--- src/rtl/rvvi_retire_tracer.sv ---
// RVVI trace producer: retire records pass through a DEPTH-entry FIFO into a registered output stage.
// Latency one edge from enqueue to out_valid, zero-bubble; in_ready = !full, independent of out_ready.
module rvvi_retire_tracer #(
    parameter int XLEN  = 64,
    parameter int ILEN  = 32,
    parameter int DEPTH = 4
) (
    input  logic                       clk,
    input  logic                       reset,
    input  logic                       in_valid,
    output logic                       in_ready,
    input  logic [XLEN-1:0]            in_pc,
    input  logic [ILEN-1:0]            in_insn,
    input  logic                       in_trap,
    output logic                       out_valid,
    input  logic                       out_ready,
    output logic [XLEN-1:0]            out_pc,
    output logic [ILEN-1:0]            out_insn,
    output logic                       out_trap,
    output logic                       out_compressed,
    output logic [63:0]                out_order,
    output logic [$clog2(DEPTH):0]     count
);

    localparam int AW = $clog2(DEPTH);
    localparam int PW = AW + 1;

    typedef struct packed {
        logic [XLEN-1:0] pc;
        logic [ILEN-1:0] insn;
        logic            trap;
        logic            compressed;
    } rec_t;

    rec_t          mem [DEPTH];
    rec_t          in_rec;
    rec_t          head_q;
    rec_t          head_n;
    logic [PW-1:0] wr_ptr, rd_ptr, wr_n, rd_n;
    logic          full, push, pop, valid_n;

    // Compressed encodings only define the low halfword; clear the rest.
    always_comb begin
        in_rec.pc         = in_pc;
        in_rec.trap       = in_trap;
        in_rec.compressed = (in_insn[1:0] != 2'b11);
        in_rec.insn       = in_rec.compressed ? {{(ILEN-16){1'b0}}, in_insn[15:0]} : in_insn;
    end

    assign full     = (wr_ptr[AW] != rd_ptr[AW]) && (wr_ptr[AW-1:0] == rd_ptr[AW-1:0]);
    assign in_ready = !full;
    assign push     = in_valid && in_ready;
    assign pop      = out_valid && out_ready;
    assign wr_n     = wr_ptr + PW'(push);
    assign rd_n     = rd_ptr + PW'(pop);
    assign count    = wr_ptr - rd_ptr;
    assign valid_n  = (rd_n != wr_n);

    // The next head is the incoming record when it lands exactly at the new read slot.
    always_comb begin
        head_n = head_q;
        if (valid_n) begin
            if (rd_n == wr_ptr)
                head_n = in_rec;
            else
                head_n = mem[rd_n[AW-1:0]];
        end
    end

    always_ff @(posedge clk) begin
        if (push)
            mem[wr_ptr[AW-1:0]] <= in_rec;
    end

    always_ff @(posedge clk or posedge reset) begin
        if (reset) begin
            wr_ptr    <= '0;
            rd_ptr    <= '0;
            head_q    <= '0;
            out_valid <= 1'b0;
            out_order <= 64'd1;
        end else begin
            wr_ptr    <= wr_n;
            rd_ptr    <= rd_n;
            head_q    <= head_n;
            out_valid <= valid_n;
            if (pop)
                out_order <= out_order + 64'd1;
        end
    end

    assign out_pc         = head_q.pc;
    assign out_insn       = head_q.insn;
    assign out_trap       = head_q.trap;
    assign out_compressed = head_q.compressed;

endmodule

--- config.mk ---
export PLATFORM = sky130hd
export DESIGN_NAME = rvvi_retire_tracer
export DESIGN_NICKNAME = d
export VERILOG_FILES = /design/src/rtl/rvvi_retire_tracer.sv
export SDC_FILE = /design/constraint.sdc
export NUM_CORES = 1
export LEC_CHECK = 0
export BUFFER_PORTS_ARGS = -buffer_cell sky130_fd_sc_hd__buf_4
export CORE_UTILIZATION = 46
export CTS_BUF_LIST = sky130_fd_sc_hd__clkbuf_8 sky130_fd_sc_hd__clkbuf_16
export CTS_CLUSTER_SIZE = 28
export DETAILED_ROUTE_END_ITERATION = 8
export GPL_ROUTABILITY_DRIVEN = 0
export PLACE_DENSITY = 0.68
export SYNTH_ARGS = -nofsm -noshare
export SYNTH_HDL_FRONTEND = slang
export SYNTH_SLANG_ARGS = --single-unit
--- constraint.sdc ---
create_clock -name clk -period 16.4 [get_ports clk]
set_input_delay 3.28 -clock clk [delete_from_list [all_inputs] [get_ports clk]]
set_output_delay 3.28 -clock clk [all_outputs]
set_load 0.03 [all_outputs]
==> results.py <==
metrics = {
    "outcome": {
        "status": "completed",
    },
    "timing": {
        "worst_pin_slew_ns": 1.12,
        "rsz0062_at_grt": "false",
        "fin_crit_sh_pct": 43.1,
        "final_hold_viol_count": 0,
        "fin_skew_ns": 0.0135,
        "setup_viol": 0,
        "relSlewSlack_pct": 25.1,
        "maxSlewViolCount": 0,
        "fmax_ghz": 0.141,
        "setup_slack_ns": 9.33,
        "setup-tns-final_ns": 0,
        "min_period_ns": 7.07,
    },
    "power_and_ir_drop": {
        "ir_drop_mv": 0.169,
        "power_leakage_uw": 0.0107,
        "finalPower_uw": 5830,
        "power.density_mw_per_mm2": 219,
    },
    "yosys": {
        "yosysUniqueCellTypes": 37,
        "netlist_instances": 1286,
        "synth_top_area_cell": "edfxtp_1",
        "syn_nets": 1395,
        "synth_edf_count": 392,
        "synthMostInstantiatedCell": "edfxtp_1",
        "synthFlopType": "edfxtp_1",
        "ys_top_cells_by_area": "edfxtp_1 (53%), dfrtp_1 (19%), mux4_2 (10%), mux2i_1 (4.4%), a21oi_1 (2.2%)",
        "async_flop_share_pct": 30.1,
        "synth_common_cells": "edfxtp_1 (392), dfrtp_1 (168), nor2_1 (121)",
        "synth_seq_cells": 561,
        "syn_area_mm2": 0.0221,
        "seq_area_frac_synth_pct": 72.4,
        "synth_area_per_cell_um2": 17.2,
        "synth_top_area_share_pct": 53.3,
        "ys_warn_count": 0,
    },
    "drt": {
        "routedWlPerCell_um": 21.7,
        "ant_nets": 0,
        "drt_iter0_drc": 873,
        "drc_errors": 0,
        "drt-total-wl_um": 48300,
        "dr.pass1.iters": 5,
        "vias": 12211,
        "viasPerCell": 5.50,
    },
    "finish": {
        "nFillCells": 3660,
        "drive_above_1_share_pct": 30.1,
        "area_growth_syn_to_layout_pct": 20.7,
        "final_nets": 1673,
    },
    "run": {
        "maxCapViolCount": 0,
    },
    "floorplan": {
        "die_h_um": 221,
        "pin_count": 268,
        "die_w_um": 221,
        "initial_core_util_pct": 47.1,
        "rows": 79,
        "core_area_mm2": 0.0470,
        "die_area_mm2": 0.0489,
    },
    "clocking": {
        "postCtsSetupBuffers": 0,
        "cts.sinks": 561,
        "cts_buffers": 56,
        "cts_resized": 0,
        "cts_hold_buf": 0,
        "root_buffer": "clkbuf_16",
        "clkSlewWorstSetupHoldPaths_ns": 0.06,
        "htree_num_levels": 2,
        "clock_latency_ns": 0.60,
        "cts_tree": "yes",
        "clk_path_buf_depth": 3,
    },
    "hold_path": {
        "min-delay-path-class": "register to register",
    },
    "global_routing": {
        "grt_pass1_vias": 12900,
        "grt_start_max_net_pins": 78,
        "grt_overflow_total": 0,
        "grt_util_all_layers_pct": 20.1,
        "grt_first_pass_wirelength_um": 75900,
        "antenna_found_initial": 2,
    },
    "place": {
        "post-place-ws_ns": 8.64,
        "dp_hpwl_um": 28800,
        "port_buffers": 267,
    },
    "critical_path": {
        "worstSetupEndpointType": "register",
        "start_kind": "input port",
        "path_delay_family": "buffers and inverters",
        "slowest_delay_ns": 0.76,
        "arrival_ns": 7.51,
        "crit_chain": "buf_4, and2_1, ha_4, ha_4, buf_4, xor2_1, or3_4, buf_4, buf_4, a21oi_1",
        "path_class": "input port to register",
        "crit_required_ns": 16.84,
        "critPathBufInv": 4,
        "reg2reg_slack_ns": 11.67,
        "cpMaxStageDelayCell": "buf_4",
        "crit_path_frequent_cell": "buf_4",
        "cp_max_fo": 77,
    },
}
worst register-to-register path: cells and delay by family (launching register included):
family,cells,cell delay (ns)
flip-flops,1,0.42
adder cells (fa/ha/maj),2,0.86
XOR/XNOR,1,0.19
AND/OR/NAND/NOR,2,0.84
buffers and inverters,3,2.07
AO/OA/AOI/OAI,1,0.20
registers in the layout, indices dropped and copies added (netlist names):
register        flops
out_compressed      1
mem               392
out_order          64
out_trap            1
out_valid           1
wr_ptr              3
out_insn           32
rd_ptr              3
out_pc             64
cells in the final DEF, fill, tap and decap left out, types with 2 or more instances in the layout:
master,instances
clkbuf_16,57
nand4_1,24
dfrtp_1,168
clkbuf_8,11
nand3_1,25
nor3_1,16
nor2_4,2
nand2_1,28
edfxtp_1,392
xnor2_1,38
inv_1,25
nor4_1,9
and4_1,7
nor2_1,119
a21oi_1,98
ha_4,2
bufinv_16,5
clkinv_1,4
diode_2,2
ha_1,5
xor2_1,34
and3_1,26
buf_4,282
mux2i_1,98
or3_4,2
mux4_2,98
clkinv_2,10
and3_4,2
and4_2,3
and2_1,5
cell type report:
| type | instances | area (µm²) | share of cell area, % |
|---|---|---|---|
| inverters | 9 | 38.8 | 0.145 |
| repair buffers | 282 | 2120 | 7.94 |
| clock inverters | 37 | 299 | 1.12 |
| diodes | 2 | 5.00 | 0.0188 |
| well taps | 607 | 759 | 2.85 |
| flip-flops and latches | 561 | 16000 | 60.0 |
| clock buffers | 68 | 1580 | 5.91 |
| multi-input cells | 654 | 5880 | 22.0 |
cells by family after synthesis:
group	count (synthesis)	synth area share, %
compound gates	98	2.22
xor+xnor	73	2.93
fa+ha+maj	8	0.487
buf+inv	71	1.30
flops	561	72.4
mux	197	14.5
simple gates	278	6.19
per-stage QoR:
stage,cell area (µm²),utilization [%],cells,hold slack (ns)
2_1_floorplan,22100,-,1286,0.492
3_3_place_gp,24800,52.8,2113,0.461
3_5_place_dp,24800,52.8,2113,0.471
4_1_cts,26700,56.8,2218,0.478
5_1_grt,26700,56.8,2219,0.498
6_report,26700,56.8,2220,0.475
where the power goes:
group          switching (µW)  internal, µW  total [µW]
logic                    1440          1010        2450
registers                 147          1960        2100
clock network             521           757        1280
worst paths after layout:
path,end,startpoint,cells past startpoint
worst max-delay path,out_pc[19],out_ready,10
worst min-delay path,out_order[63],out_order[63],1
worst max register to register,out_pc[19],out_valid,9
worst min register to register,out_order[63],out_order[63],1
max in group asynchronous,out_order[21],reset,4
min in group asynchronous,out_pc[54],reset,2
layer usage:
metal  global-route usage, %  vias to the layer above  wire, µm  part of all wire [%]
li1                        -                     5514         -                     -
met1                    27.0                     6306     21100                    44
met2                    32.8                      324     23300                    48
met3                    4.77                       67      2910                   6.0
met4                    5.46                        0       968                   2.0
met5                       0                        -         0                     0
No activity file was read; power rests on OpenSTA's default activity.
